### src/rtl/fetch_unit.sv
// Instruction-fetch front end: PC, synchronous ROM addressing and the
// fetch/decode register with stall, redirect squash and interrupt entry.
module fetch_unit #(
  parameter int unsigned ADDR_W = 10,
  parameter int unsigned INSTR_W = 18,
  parameter logic [ADDR_W-1:0] RESET_VECTOR = '0,
  parameter logic [ADDR_W-1:0] INT_VECTOR = '1,
  parameter logic [INSTR_W-1:0] NOP_INSTR = '0
) (
  input  logic               clk,
  input  logic               rst_n,
  input  logic               stall,
  input  logic               redirect,
  input  logic [ADDR_W-1:0]  redirect_addr,
  input  logic               int_req,
  input  logic               int_en,
  output logic [ADDR_W-1:0]  rom_addr,
  input  logic [INSTR_W-1:0] rom_instr,
  output logic [INSTR_W-1:0] instr_out,
  output logic [ADDR_W-1:0]  addr_out,
  output logic               valid_out,
  output logic               int_ack,
  output logic [ADDR_W-1:0]  int_ret_addr
);

  typedef struct packed {
    logic [INSTR_W-1:0] instr;
    logic [ADDR_W-1:0]  addr;
    logic               valid;
  } fetch_t;

  logic [ADDR_W-1:0] pc_q;
  logic [ADDR_W-1:0] pc_inc;
  logic [ADDR_W-1:0] next_pc;
  logic              rom_valid_q;
  logic              int_pend_q;
  logic              int_take;
  fetch_t            fr_q;
  fetch_t            fr_d;

  logic sel_redir;
  logic sel_int;
  logic sel_inc;
  logic sel_hold;

  assign pc_inc = pc_q + {{(ADDR_W-1){1'b0}}, 1'b1};

  assign int_take = (int_pend_q | int_req) & int_en & ~stall
                  & ~redirect & rom_valid_q;

  // One-hot selects so the PC mux can be a unique decoder.
  assign sel_redir = rom_valid_q & redirect;
  assign sel_int   = int_take;
  assign sel_hold  = rom_valid_q & ~redirect & stall;
  assign sel_inc   = rom_valid_q & ~redirect & ~stall & ~int_take;

  always_comb begin
    next_pc = pc_q;
    unique case (1'b1)
      sel_redir: next_pc = redirect_addr;
      sel_int:   next_pc = INT_VECTOR;
      sel_hold:  next_pc = pc_q;
      sel_inc:   next_pc = pc_inc;
      default:   next_pc = pc_q;
    endcase
  end

  assign rom_addr = next_pc;

  always_comb begin
    fr_d = fr_q;
    if (redirect | int_take) begin
      fr_d.instr = NOP_INSTR;
      fr_d.valid = 1'b0;
    end else if (stall) begin
      fr_d = fr_q;
    end else if (!rom_valid_q) begin
      fr_d.valid = 1'b0;
    end else begin
      fr_d.instr = rom_instr;
      fr_d.addr  = pc_q;
      fr_d.valid = 1'b1;
    end
  end

  always_ff @(posedge clk or negedge rst_n) begin
    if (!rst_n) begin
      pc_q        <= RESET_VECTOR;
      rom_valid_q <= 1'b0;
      int_pend_q  <= 1'b0;
    end else begin
      pc_q        <= next_pc;
      rom_valid_q <= 1'b1;
      int_pend_q  <= int_take ? 1'b0 : (int_pend_q | int_req);
    end
  end

  always_ff @(posedge clk or negedge rst_n) begin
    if (!rst_n) begin
      fr_q.instr   <= NOP_INSTR;
      fr_q.addr    <= '0;
      fr_q.valid   <= 1'b0;
      int_ack      <= 1'b0;
      int_ret_addr <= '0;
    end else begin
      fr_q    <= fr_d;
      int_ack <= int_take;
      if (int_take) int_ret_addr <= pc_q;
    end
  end

  assign instr_out = fr_q.instr;
  assign addr_out  = fr_q.addr;
  assign valid_out = fr_q.valid;

endmodule

### config.mk
export PLATFORM = sky130hd
export DESIGN_NAME = fetch_unit
export DESIGN_NICKNAME = d
export VERILOG_FILES = /design/src/rtl/fetch_unit.sv
export SDC_FILE = /design/constraint.sdc
export NUM_CORES = 1
export LEC_CHECK = 0
export ABC_AREA = 1
export BUFFER_PORTS_ARGS = -buffer_cell sky130_fd_sc_hd__buf_4
export CORE_MARGIN = 3
export CORE_UTILIZATION = 30
export CTS_BUF_LIST = sky130_fd_sc_hd__clkbuf_16
export DETAILED_ROUTE_END_ITERATION = 16
export MAX_ROUTING_LAYER = met4
export PLACE_DENSITY = 0.63
export SYNTH_ARGS = -nofsm -noshare
export SYNTH_HDL_FRONTEND = slang
export SYNTH_SLANG_ARGS = --single-unit
export TNS_END_PERCENT = 10
### constraint.sdc
create_clock -name clk -period 1.91 [get_ports clk]
set_input_delay 0.4775 -clock clk [delete_from_list [all_inputs] [get_ports clk]]
set_output_delay 0.4775 -clock clk [all_outputs]
set_load 0.05 [all_outputs]
After elaboration in Yosys (flattened, before gate mapping):

Cells that the tools add are included.

* register bits after elaboration: 52
* bits of input ports: 34
* word-level logic and storage cells: 34

* add/subtract/negate cells: 1
* eq/ne operators: 1
* mux-type cells: 7
* bitwise operators: 14
* reductions and logical operators: 3

Operators by type and width (number)
* $pmux W10 S3: 1
* $mux W29: 1
* $mux W28: 1
* $mux W18: 1
* $add A10 B1 Y10 const B: 1
* $and A1 B1 Y1: 8
* $not A1 Y1: 4
* $mux W1: 3
* $reduce_and A3 Y1: 1
* $ne A2 B1 Y1 const B: 1
* $or A1 B1 Y1: 2
* $reduce_and A2 Y1: 1
* $reduce_bool A2 Y1: 1

Longest topological paths before layout:

Gate-level depths: netlist (run 1).

* word-level depth: 8
* depth in mapped cells: 10
* mapped depth without buffers: 9

Least setup slack after synthesis (run 1):

Ideal clock, no wire load.

* path kind: input-to-output
* start point: input port stall
* end point: output port rom_addr[7]
* arrival: 2.096 ns
* data required time: 1.432 ns
* path slack: -0.664 ns
* stages: 7
* cells stage by stage: inv_1 > nand2_1 > buf_4 > nand2_4 > inv_1 > a21oi_1 > o21ai_0

* longest elaborated chain between the ends: 7
* elaborated cells on any way between the ends: 8
* classes of those cells: mux (1); bitwise (7)

Ends and longest elaborated chain
* from (decl): RTL line 12 `input logic stall,`
* $not A1 Y1 (no source line) (*)
* $and A1 B1 Y1: RTL line 48 `assign int_take = (int_pend_q | int_req) & int_en & ~stall`
* $and A1 B1 Y1 (2 in a row): RTL line 49 `& ~redirect & rom_valid_q;`
* $not A1 Y1: RTL line 55 `assign sel_inc = rom_valid_q & ~redirect & ~stall & ~int_take;`
* $and A1 B1 Y1: RTL line 55
* $pmux W10 S3 (*): RTL line 59 `unique case (1'b1)`
* to (decl): RTL line 17 `output logic [ADDR_W-1:0] rom_addr,`

Every way passes the cells marked *; elsewhere a longest branch is shown, timed or not.

Worst setup path in the final report (run 1):

* start point: register rom_valid_q
* end point: output port rom_addr[3]

* longest elaborated chain between the ends: 4
* elaborated cells on any way between the ends: 7
* classes of those cells: mux (1); bitwise (6)

Ends and longest elaborated chain
* from (decl): RTL line 35 `logic rom_valid_q;`
* from (signal assigned): RTL line 89 `rom_valid_q <= 1'b0;`
* from (signal assigned): RTL line 93 `rom_valid_q <= 1'b1;`
* $and A1 B1 Y1, on equally long branches: RTL line 55, 49
* $and A1 B1 Y1 / $not A1 Y1 (equally long branches): RTL line 55
* $and A1 B1 Y1: RTL line 55
* $pmux W10 S3 (*): RTL line 59

Marked as above.

==> reports/qor.txt, run 1 <==
Failing checks: setup timing
Input/output buffers: 83
Max Root-Sink Buffers: 2
Fin nets: 372
Max Cap Viol: 0
HP Class: primary input to asynchronous set/reset pin
Finished Core Util: 48.4%
Largest net degree at the start of global routing: 53
Layout area overhead: 51.9%
Via Count: 1975
Starting Density: 31.8%
Footprint of the multi-input gates: 863 sq um
Die Width: 92.1 microns
Register area share after synthesis: 58.5%
Vias per cell: 4.55
Clock Pin Slew Worst Setup and Hold Paths: 70 ps
Drt wl/cell: 14.2 microns
Synth Register Bits: 52
Root Driver: clkbuf_16
Hpwl dp: 4630 microns
Routed wl met2: 2870 microns
RSZ-0062 raised after global routing: yes
CP Data Arrival Time: 1640 ps
Worst-skew pair later-pin latency: 290 ps
Combinational Power Share: 33.9%
DR top layer: met4
Placeable Area: 0.00698 sq mm
Status: complete, but fails checks
Sw Ratio: 36.8%
Die area: 0.00848 sq mm
Syn Area/Cell: 9.58 sq um
Yosys warns: 0
Synth Instances: 232
Slew @ Worst Pin: 652 ps
Register Area: 0.00130 sq mm
Final wirelength: 6170 microns
CTS Hold Bufs: 0
Fin cells: 434
Fmax achieved: 0.473 GHz
Worst Path Max Fanout: 6
Layout Skew: 9.33 ps
Fin. Hold Viols: 0
Initial antenna violation count: 0
Cell Area, Synth: 0.00222 sq mm
Vert. Die Dim: 92.1 microns
Met3 wire len: 217 microns
CTS H-tree lvls: 2
Share of layout cells above drive strength 1: 41.7%
Vias in the first global route: 1972
CP Capture Type: output port
CTS buffer count: 5
CTS tree: built
Fin area: 0.00338 sq mm
Clock share of power: 28.2%
Reg2reg start: rom_valid_q
Row count: 30
Peak supply drop: 0.619 mV
Placed cell area: 0.00311 sq mm
Worst setup SP type: flop
N_diodes: 0
DR DRC count: 0
Clock sinks: 52
Final worst slack: -204 ps
Crit path required time: 1430 ps
Metal1 wirelength: 3000 microns
Setup violations, final: 10
Placed insts: 423
Gr ovfl total: 0
Iter 0 DRT Violations: 158
Fillers: 695
Leak: 0.00171 uW
Netlist cell types: 23
Final RePlAce weighted congestion: 0.919
Relative slew slack: 56.5%
First-pass GRT wire length: 10000 microns
Post-Syn Nets: 267
Worst setup path start: rom_valid_q
Period utilisation layout: 111%
PwrDens: 1060 mW/mm^2
Switching power: 1310 uW
Internal: 2250 uW
Setup Crit Path Kind: flop to output port
Pre-CTS WS: -179 ps
Total power: 3570 uW
Overall Global Routing Usage: 15.2%
Pins Over Slew Limit: 0
DRT Pass-1 Iters: 6
Final worst path period need: 2110 ps
Sequential Power Share: 38.0%
Number of nets still failing antenna checks after routing: 0
Io pins: 84
[what timing repair did]
item                                    CTS  global route
setup buffers                             1             2
gates cloned                              0             0
endpoints found under the setup margin   10            10
pin swaps                                 6             4
resized for setup                        21             4
[stage by stage]
step / hold WS, ps / setup TNS, ps
2_1_floorplan: 182 / -481
3_3_place_gp: 469 / -1040
3_5_place_dp: 475 / -1380
4_1_cts: 246 / -1710
5_1_grt: 266 / -2670
6_report: 206 / -1670
[logic make-up after synthesis]
group                      Yosys count  share of synthesized area, %
xor gates and xnor gates             1                         0.394
buffers and inverters               29                          6.13
and+or+nand+nor                     96                          18.3
other                                1                         0.169
DFF                                 52                          58.5
adders and majority gates            1                         0.563
AOI/OAI and AO/OA                   52                          15.9
[area by class of cell]
| class | instances | share of cell area, % |
|---|---|---|
| clock buffer | 5 | 3.70 |
| clock inverter | 3 | 1.26 |
| inverter | 19 | 2.48 |
| multi-input combinational | 151 | 25.6 |
| sequential | 52 | 38.6 |
| tap | 96 | 3.56 |
| timing repair buffer | 108 | 24.9 |
[critical path, cell delays in order, from the launching register on]
cell and delay, ps:
dfrtp_1 450, nand2_4 90, nor2_4 140, nand2_2 120, nand2_4 110, a21oi_1 60
a21oi_2 190, buf_6 180
[flip-flops by register name, indices dropped and copies added (netlist names)]
| name | count |
|---|---|
| addr_out | 10 |
| instr_out | 18 |
| int_ack | 1 |
| int_pend_q | 1 |
| int_ret_addr | 10 |
| pc_q | 10 |
| rom_valid_q | 1 |
| valid_out | 1 |
[layout by cell type (no fill, tap or decap), drive strengths merged, types with 5 or more instances in the layout]
cell type  netlist  layout
nand2           53      53
a32o            18      18
clkbuf           2       5
nor2            29      29
inv             18      20
nand3           13      13
a21oi           11      11
dfrtp           52      52
o21ai           22      22
buf              8     108
[power by group through the flow]
| stage | sequential (uW) | clock [uW] | combinational, uW |
|---|---|---|---|
| 3_5_place_dp | 1370 | 0 | 1180 |
| 3_3_place_gp | 1370 | 0 | 1170 |
| 6_report | 1350 | 1010 | 1210 |
| 2_1_floorplan | 1760 | 0 | 345 |
| 5_1_grt | 1380 | 1080 | 1290 |
| 4_1_cts | 1350 | 1040 | 1210 |
[layer usage]
layer  up-vias  global-route usage [%]
li1        992                       -
met1       932                    21.6
met2        47                    22.3
met3         4                    2.63
met4         0                    4.83
met5         -                       -
[synthesized netlist by cell type]
master / instances / area share [%]
a32o_1: 18 / 8.1
dfrtp_1: 52 / 59
conb_1: 1 / 0.17
inv_1: 18 / 3.0
buf_6: 1 / 0.51
buf_4: 4 / 1.4
nand2_4: 1 / 0.51
o21ai_0: 22 / 5.0
a21oi_1: 11 / 2.5
nand3_1: 13 / 2.9
nor2_2: 2 / 0.56
clkinv_1: 1 / 0.17
ha_1: 1 / 0.56
nand2_1: 51 / 8.6
nor3_1: 1 / 0.22
nand2_2: 1 / 0.28
nor2_1: 25 / 4.2
o211ai_1: 1 / 0.34
xor2_1: 1 / 0.39
buf_2: 3 / 0.68
nor2_4: 2 / 1.0
clkbuf_2: 1 / 0.22
clkbuf_1: 1 / 0.17
[final timing paths]
path                                  to  slack [ps]  depth (start not counted)
hold reg to reg              addr_out[6]         490                          2
max in group asynchronous        pc_q[4]        1210                          1
setup / recovery             rom_addr[3]        -200                          7
min in group clk           instr_out[17]         400                          2
setup reg to reg            instr_out[9]         460                          5
hold / removal              instr_out[1]         210                          1
Note: power is estimated with default switching activity, not from simulation.
==> inputs of run 2 (changes only) <==
--- a/config.mk
+++ b/config.mk
@@ -13,6 +13,7 @@
 export DETAILED_ROUTE_END_ITERATION = 16
 export MAX_ROUTING_LAYER = met4
 export PLACE_DENSITY = 0.63
+export SKIP_LAST_GASP = 1
 export SYNTH_ARGS = -nofsm -noshare
 export SYNTH_HDL_FRONTEND = slang
 export SYNTH_SLANG_ARGS = --single-unit
==> reports/qor.txt, run 2 (synthesis gave the netlist of run 1 again) <==
Final RePlAce weighted congestion: 0.919
CTS buffer count: 5
Commonest non-fill, non-tap cell in the layout: buf_4
Slowest-stage cell, CP: dfrtp_2
Layout area overhead: 51.0%
Commonest cells after routing, fill and taps aside: 104 x buf_4, 51 x dfrtp_1, 47 x nand2_1
Status: complete, but fails checks
CP Data Arrival Time: 1640 ps
Delay-heaviest family, CP: simple AND/OR/NAND/NOR gates
Final wirelength: 6150 microns
Largest net degree at the start of global routing: 53
Setup violations, final: 10
Die area: 0.00848 sq mm
Vias in the first global route: 1961
Placeable Area: 0.00698 sq mm
N_diodes: 0
Hpwl dp: 4630 microns
Final worst path period need: 2120 ps
R2R depth: 5
Root Driver: clkbuf_16
RSZ-0062 raised after global routing: yes
PwrDens: 1060 mW/mm^2
Failing checks: setup timing
Fin area: 0.00336 sq mm
Initial antenna violation count: 0
DRT Pass-1 Iters: 8
Input/output buffers: 83
Io pins: 84
Clock Pin Slew Worst Setup and Hold Paths: 70 ps
Vias per cell: 4.52
HP Class: primary input to asynchronous set/reset pin
CP Depth: 7
Setup Crit Path Kind: flop to output port
Placed cell area: 0.00311 sq mm
CTS tree: built
First-pass GRT wire length: 9980 microns
Via Count: 1962
Peak supply drop: 0.617 mV
Clock sinks: 52
Relative slew slack: 56.6%
Die Width: 92.1 microns
DR DRC count: 0
Iter 0 DRT Violations: 163
Fillers: 695
Starting Density: 31.8%
Layout Skew: 9.69 ps
Max Root-Sink Buffers: 2
Cell chain of the critical path: nand2_1 -> nor2_1 -> nand2_1 -> nor3_1 -> nor2_1 -> o21ai_2 -> buf_4
Share of layout cells above drive strength 1: 40.8%
Overall Global Routing Usage: 15.2%
Slew @ Worst Pin: 652 ps
Worst-skew pair later-pin latency: 290 ps
Fmax achieved: 0.472 GHz
Leak: 0.00171 uW
Row count: 30
Crit path required time: 1430 ps
CTS H-tree lvls: 2
CP Capture Type: output port
Fin nets: 372
Final setup TNS: -1780 ps
Period utilisation layout: 111%
Pins Over Slew Limit: 0
Max Cap Viol: 0
Fin. Hold Viols: 0
Max reg flops: 18
Number of nets still failing antenna checks after routing: 0
Slowest stage delay, CP: 420 ps
Worst Path Max Fanout: 5
Worst path bufs/invs: 1
Drt wl/cell: 14.2 microns
Vert. Die Dim: 92.1 microns
Gr ovfl total: 0
Final worst slack: -207 ps
Worst setup SP type: flop
## run 2: metrics by stage
step	util, %	hold slack, ps	setup WS (ps)	instances	total power [uW]
5_1_grt	48.1	266	-329	434	3730
3_5_place_dp	44.5	475	-179	423	2550
3_3_place_gp	44.5	469	-167	423	2530
4_1_cts	47.7	246	-214	432	3590
2_1_floorplan	-	182	-141	232	2110
6_report	48.1	205	-207	434	3560
## run 2: worst paths after layout
path                          startpoint            end  slack, ps
max in group asynchronous          rst_n        pc_q[4]       1210
hold / removal                     rst_n   instr_out[1]        210
min in group clk           rom_instr[17]  instr_out[17]        400
setup / recovery                 pc_q[4]    rom_addr[7]       -210
setup reg to reg             rom_valid_q   instr_out[9]        480
hold reg to reg              addr_out[6]    addr_out[6]        490
## run 2: area by class of cell
type                            count  area [sq um]  area share (%)
Clock buffer                        5           125            3.73
Inverter                           19          83.8            2.50
Tap cell                           96           120            3.58
Multi-Input combinational cell    151           858            25.6
Sequential cell                    52          1300            38.8
Timing Repair Buffer              108           826            24.6
Clock inverter                      3          42.5            1.27
## run 2: metal layers
layer	up-vias	wire, microns	GRT usage [%]
met5	-	0	-
met4	0	75	4.83
met3	4	253	2.63
met2	50	2890	22.3
met1	918	2930	21.6
li1	990	-	-
## run 2: report_power, final
part	internal, uW	switching (uW)
Clock	618	387
Sequential	1250	107
Combinational	379	816
Total	2250	1310
## run 2: worst register-to-register path: stages, from the launching register on
cell and delay (ps):
dfrtp_1 430, nand3_1 150, nor2_4 230, buf_4 150, buf_4 230, a32o_1 170
## run 2: repair_timing
| item | CTS | global route |
|---|---|---|
| pin swaps | 4 | 4 |
| setup buffers | 1 | 2 |
| hold buffers | 0 | 0 |
| cloned | 0 | 0 |
| hold endpoints to repair | 0 | 0 |
| resized for setup | 12 | 5 |
| endpoints found under the setup margin | 10 | 10 |
==> inputs of run 3 (changes only) <==
--- a/config.mk
+++ b/config.mk
@@ -12,9 +12,9 @@
 export CTS_BUF_LIST = sky130_fd_sc_hd__clkbuf_16
 export DETAILED_ROUTE_END_ITERATION = 16
 export MAX_ROUTING_LAYER = met4
-export PLACE_DENSITY = 0.63
+export PLACE_DENSITY_LB_ADDON = 0.12
 export SKIP_LAST_GASP = 1
 export SYNTH_ARGS = -nofsm -noshare
 export SYNTH_HDL_FRONTEND = slang
 export SYNTH_SLANG_ARGS = --single-unit
-export TNS_END_PERCENT = 10
+export TNS_END_PERCENT = 5
==> reports/qor.txt, run 3 (synthesis gave the netlist of run 1 again) <==
CTS tree: built
Max reg flops: 18
Final worst slack: -191 ps
RSZ-0062 raised after global routing: yes
Io pins: 84
Vert. Die Dim: 92.1 microns
Slew @ Worst Pin: 656 ps
Worst r2r dst: addr_out[9]
Placeable Area: 0.00698 sq mm
Pre-CTS WS: -179 ps
Commonest non-fill, non-tap cell in the layout: buf_4
Root Driver: clkbuf_16
N_diodes: 0
Pins Over Slew Limit: 0
Sw Ratio: 38.2%
R2R depth: 6
CTS H-tree lvls: 2
Internal: 2110 uW
Largest net degree at the start of global routing: 53
Die Width: 92.1 microns
Drt wl/cell: 13.8 microns
Leak: 0.00168 uW
CP Capture Type: output port
Worst path bufs/invs: 2
Max Root-Sink Buffers: 2
Fmax achieved: 0.476 GHz
CP Data Arrival Time: 1620 ps
DR top layer: met4
Status: complete, but fails checks
Worst Path Max Fanout: 3
Share of layout cells above drive strength 1: 40.8%
Final wirelength: 5940 microns
DR DRC count: 0
Vias in the first global route: 1954
Sequential Power Share: 39.5%
Clock Pin Slew Worst Setup and Hold Paths: 70 ps
Gr ovfl total: 0
Relative slew slack: 56.3%
Hpwl dp: 4410 microns
Overall Global Routing Usage: 14.5%
Final setup TNS: -1490 ps
Metal1 wirelength: 2870 microns
Input/output buffers: 83
Clock sinks: 52
Iter 0 DRT Violations: 75
PwrDens: 1030 mW/mm^2
Die area: 0.00848 sq mm
Fin area: 0.00332 sq mm
Routed wl met2: 2810 microns
DRT Pass-1 Iters: 4
Fin nets: 370
Initial antenna violation count: 0
Worst-skew pair later-pin latency: 280 ps
Layout area overhead: 49.5%
Crit path required time: 1430 ps
Reg2reg start: rom_valid_q
Starting Density: 31.8%
Peak supply drop: 0.663 mV
Delay-heaviest family, CP: flip-flops
Fin. Hold Viols: 0
Worst setup SP type: flop
Final RePlAce weighted congestion: 0.818
CTS Hold Bufs: 0
First-pass GRT wire length: 9630 microns
Setup Crit Path Kind: flop to output port
CP Depth: 7
Vias per cell: 4.49
Cell chain of the critical path: ha_2 -> nand2_2 -> inv_1 -> nor2_1 -> o21ai_0 -> nand3_1 -> buf_6
Placed cell area: 0.00311 sq mm
Via Count: 1941
Slowest stage delay, CP: 370 ps
Final worst path period need: 2100 ps
Layout Skew: 3.77 ps
Period utilisation layout: 110%
Commonest cells after routing, fill and taps aside: 98 x buf_4, 52 x dfrtp_1, 46 x nand2_1
Failing checks: setup timing
R2R setup slack: 500 ps
Switching power: 1300 uW
HP Class: primary input to asynchronous set/reset pin
Worst setup path start: pc_q[1]
Clock share of power: 25.4%
Max Cap Viol: 0
Combinational Power Share: 35.1%
Number of nets still failing antenna checks after routing: 0
Finished Core Util: 47.6%
CTS buffer count: 5
Met3 wire len: 236 microns
Setup violations, final: 10
Row count: 30
Slowest-stage cell, CP: dfrtp_1
[run 3: cell types whose count changed in the layout (fill, tap and decap cells not counted), moves of 2 or more]
| cell | delta |
|---|---|
| inv_1 | -2 |
| buf_4 | -6 |
| buf_6 | +4 |
| nand2_2 | +2 |
| clkinv_2 | +2 |
[run 3: stage by stage]
stage                     hold WS [ps]  std cells  power (uW)
after floorplan                    182        232        2110
final                              227        432        3420
after detailed placement           475        423        2550
after global routing               292        432        3590
after CTS                          254        432        3460
after global placement             467        423        2540
[run 3: routing by layer]
layer | track usage, % | vias up
met4 | 2.60 | 0
met2 | 22.1 | 42
met5 | - | -
li1 | - | 986
met1 | 20.1 | 911
met3 | 3.28 | 2
[run 3: worst max path at each step]
stage                             end  slack, ps
final                     rom_addr[2]       -190
after global routing      rom_addr[4]       -310
after CTS                 rom_addr[4]       -210
after detailed placement  rom_addr[9]       -180
after global placement    rom_addr[6]       -150
after floorplan           rom_addr[1]       -140
[run 3: layout make-up]
| cell class | count | area [sq um] |
|---|---|---|
| well taps | 96 | 120 |
| fillers | 707 | 3660 |
| inverters | 19 | 83.8 |
| multi-input cells | 151 | 848 |
| clock inverters | 3 | 18.8 |
| flip-flops and latches | 52 | 1300 |
| clock buffers | 5 | 125 |
| repair buffers | 106 | 826 |
[run 3: power by group through the flow]
stage	Combinational [uW]	Sequential (uW)	Clock (uW)
2_1_floorplan	345	1760	0
5_1_grt	1280	1370	943
6_report	1200	1350	870
4_1_cts	1200	1350	902
3_3_place_gp	1170	1370	0
3_5_place_dp	1180	1370	0
[run 3: repair_timing]
action                     4_1_cts  5_1_grt
resized for setup               14        6
cloned                           0        0
setup endpoints to repair       10       10
pin swaps                        3        4
setup buffers                    1        0
